File: config.mk
export PLATFORM = sky130hd
export DESIGN_NAME = isp_param_writer
export DESIGN_NICKNAME = d
export VERILOG_FILES = /design/src/rtl/pvr_param_pkg.sv /design/src/rtl/isp_param_writer.sv
export SDC_FILE = /design/constraint.sdc
export NUM_CORES = 1
export LEC_CHECK = 0
export BUFFER_PORTS_ARGS = -buffer_cell sky130_fd_sc_hd__buf_2
export CORE_ASPECT_RATIO = 1.1
export CORE_MARGIN = 5
export CORE_UTILIZATION = 35
export CTS_CLUSTER_DIAMETER = 30
export DETAILED_ROUTE_END_ITERATION = 6
export GPL_ROUTABILITY_DRIVEN = 0
export GPL_TIMING_DRIVEN = 0
export SLEW_MARGIN = 20
export SYNTH_ARGS = -nofsm -noshare
export SYNTH_HDL_FRONTEND = slang
export SYNTH_SLANG_ARGS = --single-unit
File: constraint.sdc
create_clock -name clock -period 6.2 [get_ports clock]
set_clock_uncertainty 0.2 [all_clocks]
set_input_delay 0.93 -clock clock [delete_from_list [all_inputs] [get_ports clock]]
set_output_delay 0.93 -clock clock [all_outputs]
set_load 0.05 [all_outputs]
File: src/rtl/pvr_param_pkg.sv
// Shared PowerVR parameter-format definitions: ISP_INST field positions,
// writer state encoding and vertex layout helpers used by isp_param_writer.
package pvr_param_pkg;

  localparam int unsigned ISP_TEXTURE_BIT = 25;
  localparam int unsigned ISP_OFFSET_BIT  = 24;
  localparam int unsigned ISP_UV16_BIT    = 22;
  localparam int unsigned WORD_W          = 32;

  typedef enum logic [3:0] {
    ST_IDLE,
    ST_HDR0,
    ST_HDR1,
    ST_HDR2,
    ST_VWAIT,
    ST_VX,
    ST_VY,
    ST_VZ,
    ST_VU,
    ST_VV,
    ST_VCOL,
    ST_VOFF,
    ST_DONE
  } pw_state_e;

  typedef struct packed {
    logic texture;
    logic offset;
    logic uv16;
  } isp_fmt_t;

  typedef struct packed {
    logic [WORD_W-1:0] isp;
    logic [WORD_W-1:0] tsp;
    logic [WORD_W-1:0] tex;
  } poly_hdr_t;

  typedef struct packed {
    logic [WORD_W-1:0] x;
    logic [WORD_W-1:0] y;
    logic [WORD_W-1:0] z;
    logic [WORD_W-1:0] u0;
    logic [WORD_W-1:0] v0;
    logic [WORD_W-1:0] base_col;
    logic [WORD_W-1:0] off_col;
  } vertex_t;

  function automatic isp_fmt_t decode_fmt(input logic [WORD_W-1:0] isp_inst);
    isp_fmt_t f;
    f.texture = isp_inst[ISP_TEXTURE_BIT];
    f.offset  = isp_inst[ISP_OFFSET_BIT];
    f.uv16    = isp_inst[ISP_UV16_BIT];
    return f;
  endfunction

  function automatic logic [3:0] words_per_vertex(input isp_fmt_t f);
    logic [3:0] n;
    n = 4'd4;
    if (f.texture) n = n + (f.uv16 ? 4'd1 : 4'd2);
    if (f.offset)  n = n + 4'd1;
    return n;
  endfunction

  // Successor of a vertex word state; ST_VWAIT marks the end of the vertex.
  function automatic pw_state_e next_vword(input pw_state_e s, input isp_fmt_t f);
    case (s)
      ST_VX:   return ST_VY;
      ST_VY:   return ST_VZ;
      ST_VZ:   return f.texture ? ST_VU : ST_VCOL;
      ST_VU:   return f.uv16 ? ST_VCOL : ST_VV;
      ST_VV:   return ST_VCOL;
      ST_VCOL: return f.offset ? ST_VOFF : ST_VWAIT;
      default: return ST_VWAIT;
    endcase
  endfunction

endpackage

File: src/rtl/isp_param_writer.sv
// Streams one ISP polygon (3 header words plus a vertex strip) into VRAM,
// pulling each vertex through a ready/valid handshake.
module isp_param_writer
  import pvr_param_pkg::*;
#(
  parameter int unsigned ADDR_W = 24
) (
  input  logic              clock,
  input  logic              reset_n,
  input  logic              start,
  input  logic [ADDR_W-1:0] base_addr,
  input  logic [31:0]       isp_inst,
  input  logic [31:0]       tsp_inst,
  input  logic [31:0]       tex_cont,
  input  logic [3:0]        vert_count,
  input  logic              vert_valid,
  input  logic [31:0]       vert_x,
  input  logic [31:0]       vert_y,
  input  logic [31:0]       vert_z,
  input  logic [31:0]       vert_u0,
  input  logic [31:0]       vert_v0,
  input  logic [31:0]       vert_base_col,
  input  logic [31:0]       vert_off_col,
  output logic              vert_ready,
  output logic              isp_vram_wr,
  output logic [ADDR_W-1:0] isp_vram_addr,
  output logic [31:0]       isp_vram_dout,
  input  logic              isp_vram_wait,
  output logic              busy,
  output logic              done,
  output logic [ADDR_W-1:0] end_addr
);

  localparam logic [ADDR_W-1:0] WORD_BYTES = ADDR_W'(4);

  pw_state_e         state_q, state_d;
  poly_hdr_t         hdr_q, hdr_d;
  isp_fmt_t          fmt_q, fmt_d;
  vertex_t           vert_q, vert_d;
  logic [3:0]        vcount_q, vcount_d;
  logic [3:0]        vidx_q, vidx_d;
  logic              wr_q, wr_d;
  logic              ready_q, ready_d;
  logic              busy_q, busy_d;
  logic              done_q, done_d;
  logic [ADDR_W-1:0] addr_q, addr_d;
  logic [31:0]       dout_q, dout_d;
  logic [ADDR_W-1:0] end_addr_q, end_addr_d;
  logic              accept;
  pw_state_e         vword_nxt;

  // Data word presented for a given state, taken from the post-capture values.
  function automatic logic [31:0] word_sel(input pw_state_e s, input poly_hdr_t h,
                                           input vertex_t v, input logic [31:0] hold);
    case (s)
      ST_HDR0: return h.isp;
      ST_HDR1: return h.tsp;
      ST_HDR2: return h.tex;
      ST_VX:   return v.x;
      ST_VY:   return v.y;
      ST_VZ:   return v.z;
      ST_VU:   return v.u0;
      ST_VV:   return v.v0;
      ST_VCOL: return v.base_col;
      ST_VOFF: return v.off_col;
      default: return hold;
    endcase
  endfunction

  always_comb begin
    state_d    = state_q;
    hdr_d      = hdr_q;
    fmt_d      = fmt_q;
    vert_d     = vert_q;
    vcount_d   = vcount_q;
    vidx_d     = vidx_q;
    addr_d     = addr_q;
    end_addr_d = end_addr_q;
    accept     = wr_q & ~isp_vram_wait;
    vword_nxt  = next_vword(state_q, fmt_q);

    case (state_q)
      ST_IDLE: begin
        if (start) begin
          hdr_d    = '{isp: isp_inst, tsp: tsp_inst, tex: tex_cont};
          fmt_d    = decode_fmt(isp_inst);
          vcount_d = (vert_count < 4'd3) ? 4'd3 : vert_count;
          vidx_d   = 4'd0;
          addr_d   = base_addr;
          state_d  = ST_HDR0;
        end
      end
      ST_HDR0, ST_HDR1, ST_HDR2: begin
        if (accept) begin
          addr_d = addr_q + WORD_BYTES;
          case (state_q)
            ST_HDR0: state_d = ST_HDR1;
            ST_HDR1: state_d = ST_HDR2;
            default: state_d = ST_VWAIT;
          endcase
        end
      end
      ST_VWAIT: begin
        if (vert_valid) begin
          vert_d  = '{x: vert_x, y: vert_y, z: vert_z, u0: vert_u0, v0: vert_v0,
                      base_col: vert_base_col, off_col: vert_off_col};
          state_d = ST_VX;
        end
      end
      ST_VX, ST_VY, ST_VZ, ST_VU, ST_VV, ST_VCOL, ST_VOFF: begin
        if (accept) begin
          addr_d = addr_q + WORD_BYTES;
          if (vword_nxt != ST_VWAIT) begin
            state_d = vword_nxt;
          end else if (vidx_q == vcount_q - 4'd1) begin
            end_addr_d = addr_q + WORD_BYTES;
            state_d    = ST_DONE;
          end else begin
            vidx_d  = vidx_q + 4'd1;
            state_d = ST_VWAIT;
          end
        end
      end
      default: state_d = ST_IDLE;
    endcase

    // Outputs are registered copies of the decode of the next state.
    wr_d    = state_d inside {ST_HDR0, ST_HDR1, ST_HDR2, ST_VX, ST_VY, ST_VZ,
                              ST_VU, ST_VV, ST_VCOL, ST_VOFF};
    ready_d = (state_d == ST_VWAIT);
    busy_d  = !(state_d inside {ST_IDLE, ST_DONE});
    done_d  = (state_d == ST_DONE);
    dout_d  = word_sel(state_d, hdr_d, vert_d, dout_q);
  end

  always_ff @(posedge clock or negedge reset_n) begin
    if (!reset_n) begin
      state_q    <= ST_IDLE;
      hdr_q      <= '0;
      fmt_q      <= '0;
      vert_q     <= '0;
      vcount_q   <= 4'd3;
      vidx_q     <= '0;
      wr_q       <= 1'b0;
      ready_q    <= 1'b0;
      busy_q     <= 1'b0;
      done_q     <= 1'b0;
      addr_q     <= '0;
      dout_q     <= '0;
      end_addr_q <= '0;
    end else begin
      state_q    <= state_d;
      hdr_q      <= hdr_d;
      fmt_q      <= fmt_d;
      vert_q     <= vert_d;
      vcount_q   <= vcount_d;
      vidx_q     <= vidx_d;
      wr_q       <= wr_d;
      ready_q    <= ready_d;
      busy_q     <= busy_d;
      done_q     <= done_d;
      addr_q     <= addr_d;
      dout_q     <= dout_d;
      end_addr_q <= end_addr_d;
    end
  end

  assign isp_vram_wr   = wr_q;
  assign vert_ready    = ready_q;
  assign busy          = busy_q;
  assign done          = done_q;
  assign isp_vram_addr = addr_q;
  assign isp_vram_dout = dout_q;
  assign end_addr      = end_addr_q;

endmodule

Word level (Yosys, flattened, before mapping)

Cells that the tools add are included.

Register bits after elaboration: 419
Bits in latches: 0
Memory bits (writable): 0
ROM bits: 0
Input port bits: 353
Output and inout bits: 84
Memories kept: 0

Add/sub/neg operators: 3
$mul: 0
Divide/modulo/power cells: 0
$lt $le $gt $ge: 1
Equal/unequal tests: 30
Shift-type cells: 0
Mux-type cells: 26
Bitwise operators: 3
Reductions and logical operators: 14

Operators by type and width:

| kind                                                             | count |
|---|---|
| 224-bit 2-to-1 mux                                               | 2 |
| 32-bit one-hot mux with 10 select lines                          | 1 |
| 96-bit 2-to-1 mux                                                | 2 |
| 24-bit 2-to-1 mux                                                | 2 |
| 4-bit 2-to-1 mux                                                 | 12 |
| 24-bit one-hot mux with 2 select lines                           | 1 |
| 4-bit == test (second input constant)                            | 9 |
| 4-bit by 3-bit == test with 1-bit output (second input constant) | 8 |
| 24-bit by 3-bit adder with 24-bit output (second input constant) | 1 |
| 4-bit one-hot mux with 6 select lines                            | 1 |
| 4-bit by 2-bit == test with 1-bit output (second input constant) | 4 |
| 4-bit one-hot mux with 4 select lines                            | 1 |
| 10-bit nonzero test                                              | 1 |
| 10-bit OR reduction                                              | 1 |
| 4-bit by 1-bit == test with 1-bit output (second input constant) | 2 |
| 4-bit logical NOT                                                | 2 |
| 2-bit != test (second input constant)                            | 4 |
| 4-bit one-hot mux with 2 select lines                            | 1 |
| 7-bit OR reduction                                               | 1 |
| 3-bit one-hot mux with 2 select lines                            | 1 |
| 2-bit nonzero test                                               | 3 |
| 5-bit AND reduction                                              | 1 |
| 4-bit by 1-bit adder with 4-bit output (second input constant)   | 1 |
| 4-bit == test                                                    | 1 |
| 12 further kinds                                                 | 14 |

Longest topological paths before layout

Depth in word-level cells: 9
Mapped depth: 11
Mapped depth without buffers: 9

Worst setup path before layout

Ideal clock, no wire load.

Kind: input to register
Start: input port isp_vram_wait
End: register dout_q[28], in the netlist isp_vram_dout[28]
Arrival: 2,584 ps
Slack: 3,297 ps
Cell stages on the path: 9
Path buffers: 3
Path through: nand3b_1 -> a211oi_1 -> nor4_4 -> buf_2 -> nand2_1 -> buf_2 -> buf_1 -> o22ai_1 -> o21a_1

Word-level cells in the longest chain between the ends: 6

Ends and longest elaborated chain:

| item                                                                           | RTL line                                        | source |
|---|---|---|
| from (decl)                                                                    | isp_param_writer.sv:28                          | `input logic isp_vram_wait,` |
| 1-bit inverter *                                                               | isp_param_writer.sv:79                          | `accept = wr_q & ~isp_vram_wait;` |
| 1-bit bitwise AND *                                                            | isp_param_writer.sv:79                          |  |
| 4-bit 2-to-1 mux, on equally long branches                                     | isp_param_writer.sv:111, isp_param_writer.sv:94 |  |
| 4-bit one-hot mux with 4 select lines *                                        | isp_param_writer.sv:82                          | `case (state_q)` |
| 4-bit == test (tied with other cells)                                          | isp_param_writer.sv:55                          | `case (s)` |
| 32-bit one-hot mux with 10 select lines or 10-bit nonzero test (tied branches) | -                                               |  |
| to (signal assigned)                                                           | isp_param_writer.sv:163                         | `dout_q <= dout_d;` |
| to (decl)                                                                      | isp_param_writer.sv:47                          | `logic [31:0] dout_q, dout_d;` |

Every way passes the cells marked *; elsewhere a longest branch is shown, timed or not.
A chain may end at the register's enable or synchronous reset.

==> metrics.md <==
| Metric | Value |
|---|---|
| Async set-reset flop share out of synthesis | 1.000 |
| Cell taking the most area after synthesis | dfrtp_1 |
| Clk sinks | 419 |
| Total congestion overflow | 0 |
| TritonCTS clock tree | built |
| Critical Path RT | 6.49 ns |
| Post-synth EDFFs | 0 |
| Post-synthesis sequential area ratio | 0.5494 |
| Endpoint of the worst-slack reg-to-reg timing path | isp_vram_dout[21] |
| Endpoints failing hold | 0 |
| Slew HR | 0.2979 |
| Via Count | 16215 |
| Sum Neg Setup Slack | 0 ns |
| Via count normalized by instance count | 5.271 |
| Multi-input logic area | 7991 um2 |
| Total leakage power | 12.40 nW |
| Status | finished, final reports clean |
| Crit path buffers/inverters | 3 |
| Worst hold slack | 0.03135 ns |
| Layout fillers | 4904 |
| Simple-gate share of the synthesized area | 0.1158 |
| Crit path kind | reg -> reg |
| CTS max path bufs | 3 |
| Htree depth | 3 |
| I/O Buffers | 436 |
| Crit-path max cell delay | 0.60 ns |
| Highest clock rate | 0.2661 GHz |
| Distinct cells, synth | 74 |
| Fraction of layout cells with a size suffix above 1 | 0.4224 |
| Period utilization | 0.6060 |
| Post-Syn Area per Cell | 11.34 um2 |
| Area Overhead vs Synth | 38.00% |
| Synth Area in Adders | 0.001966 |
| Die area | 59320 um2 |
| Seq cells post-synth | 419 |
| Initial antenna violation count | 38 |
| Warnings from Yosys | 0 |
| DRT Pass-1 Iters | 5 |
| Power Density | 653.6 nW/um2 |
| DRC violations left | 0 |
| Initial cell density of the core | 0.3549 |
| Global-route wire length before repair | 108600 um |
| Worst reg2reg setup slack | 2.44 ns |
| Syn Inst Count | 1683 |
| Vias in the first global route | 17181 |
| XOR/XNOR share of the synthesized area | 0.01193 |
| Maximum number of pins on one net before global-route repair | 79 |
| Reg-to-reg startpoint | state_q[1] |
| First DRT Iteration DRCs | 1430 |
| Root Buffer | clkbuf_16 |
| Commonest non-fill, non-tap cell in the layout | buf_2 |
| DIE HEIGHT | 254.9 um |
| Standard-cell rows | 89 |
| Max Slew Vio Count | 0 |
| Core box area | 53790 um2 |
| Hold Buf Count CTS | 0 |
| RSZ-0062 raised after global routing | false |
| Clock Latency Late Sink | 0.66 ns |
| Crit-path max FO | 10 |
| Fin crit period | 3.757 ns |
| Final nets | 2585 |
| Synth top area cells | dfrtp_1, mux2_2, nand2_1 |
| Total GRT Usage | 0.2484 |
| CP cell instances | buf_2, or3_4, nor2_4, buf_2, buf_2, mux2_2, and3_1, o21ai_0, a31oi_1 |
| Boundary Pins | 437 |
| Worst slack, placed | 2.208 ns |
| Synthesized Nets | 2039 |
| Setup Viol. Count Final | 0 |
| VDD IR max | 316.8 uV |
| HP Class | in -> async |
| DR WL/cell | 24.58 um |
| Post-synth top area share | 0.5466 |
| Overall Power | 17.22 mW |
| Synthesized area | 19090 um2 |
| Delay-heaviest family, CP | buffers and inverters |
| HPWL after detailed placement | 57510 um |
| Largest family of logic cells by synthesized area | multiplexers |
| Worst reg2reg path depth | 9 |
| Compound-Gate Fraction of Synth Area | 0.1087 |
| Worst path arrival time | 4.05 ns |
| Slew at the pin with the worst max-slew slack | 1.053 ns |
| Post-CTS resize count | 0 |
| Setup WS post-layout | 2.443 ns |
| Total CTS buffers | 103 |
| Post-synthesis mux area share | 0.1800 |
| Most used cell, CP | buf_2 |
| CP startpoint kind | flop |
| Sequential cell area | 10490 um2 |
| WL final | 75600 um |
| Most frequent cells in the layout | buf_2, dfrtp_1, nand2_1 |
| Critical path's slowest cell | o21ai_0 |
| Post-CTS setup buffer count | 0 |
| Worst-path clk slew | 0.05 ns |
| Post-synth top flop | dfrtp_1 |
| Die W | 232.7 um |
| Antenna-violating nets left | 0 |
| Worst setup EP type | flop |
| Max_cap viols | 0 |
## final cells by class
cell class,instances,area share
clock buffers,121,0.1042
flip-flops and latches,419,0.3981
plain buffers,112,0.02128
well taps,728,0.03458
inverters,14,0.001995
clock inverters,75,0.04536
repair buffers,441,0.08844
multi-input cells,1138,0.3034
diodes,28,0.002660
## per-layer routing
layer | global-route usage | vias up | wire length, um
li1 | - | 7178 | -
met1 | 0.3068 | 8097 | 29860
met2 | 0.4004 | 743 | 35730
met3 | 0.07233 | 179 | 6467
met4 | 0.1239 | 18 | 3402
met5 | 0 | - | 143
## Yosys cell counts, types with 4 or more instances
cell	number
a221oi_1	8
o22a_1	28
a31o_1	5
a21oi_1	34
nor2_1	79
xnor2_1	16
nand2b_1	15
a21o_1	6
mux2i_1	52
nor2b_1	4
or3_1	4
a22oi_1	15
a22o_1	9
nand2_1	283
o21ai_0	63
o211ai_1	13
buf_2	55
xor2_1	10
nand3_1	49
buf_4	11
a311oi_1	12
nor4_1	12
a31oi_1	33
o22ai_1	39
buf_6	4
and3_1	17
dfrtp_1	417
inv_1	12
nor3_1	8
mux2_2	259
clkbuf_1	40
## cells by family after synthesis
logic type	Yosys count
compound gates	299
xor+xnor	26
fa+ha+maj	3
buf+inv	126
flops	419
mux	311
simple gates	499
## through the flow
step                utilization  std cells  cell area, um2
detailed placement       0.4152       2852           22330
global route             0.4894       3067           26320
CTS                      0.4885       3048           26270
global placement         0.4124       2847           22180
finish                   0.4898       3076           26340
floorplan                     -       1683           19090
## flip-flops by register name (all words and copies together), names as in the netlist, 3 cells and up
| name | count |
|---|---|
| isp_vram_addr | 24 |
| isp_vram_dout | 32 |
| end_addr | 24 |
| vcount_q | 4 |
| hdr_q | 96 |
| vert_q | 224 |
| vidx_q | 4 |
| fmt_q | 3 |
| state_q | 4 |
## how the worst max path moves through the flow
| stage | start | endpoint | slack (ns) | cells past startpoint |
|---|---|---|---|---|
| 2_1_floorplan | isp_vram_wait | isp_vram_dout[28] | 3.30 | 9 |
| 3_3_place_gp | reset_n | vert_q[16] | -4.49 | 1 |
| 3_5_place_dp | isp_vram_wait | isp_vram_dout[10] | 2.21 | 9 |
| 4_1_cts | state_q[1] | isp_vram_dout[21] | 2.45 | 9 |
| 5_1_grt | state_q[1] | isp_vram_dout[21] | 2.31 | 9 |
| 6_report | state_q[1] | isp_vram_dout[21] | 2.44 | 9 |
## where the power goes
group          internal (mW)  total (mW)  switching, mW
Clock                   4.16        6.02           1.85
Combinational           2.33        6.62           4.29
Sequential              4.06        4.58          0.524
Power figures use the tool's default switching activity.
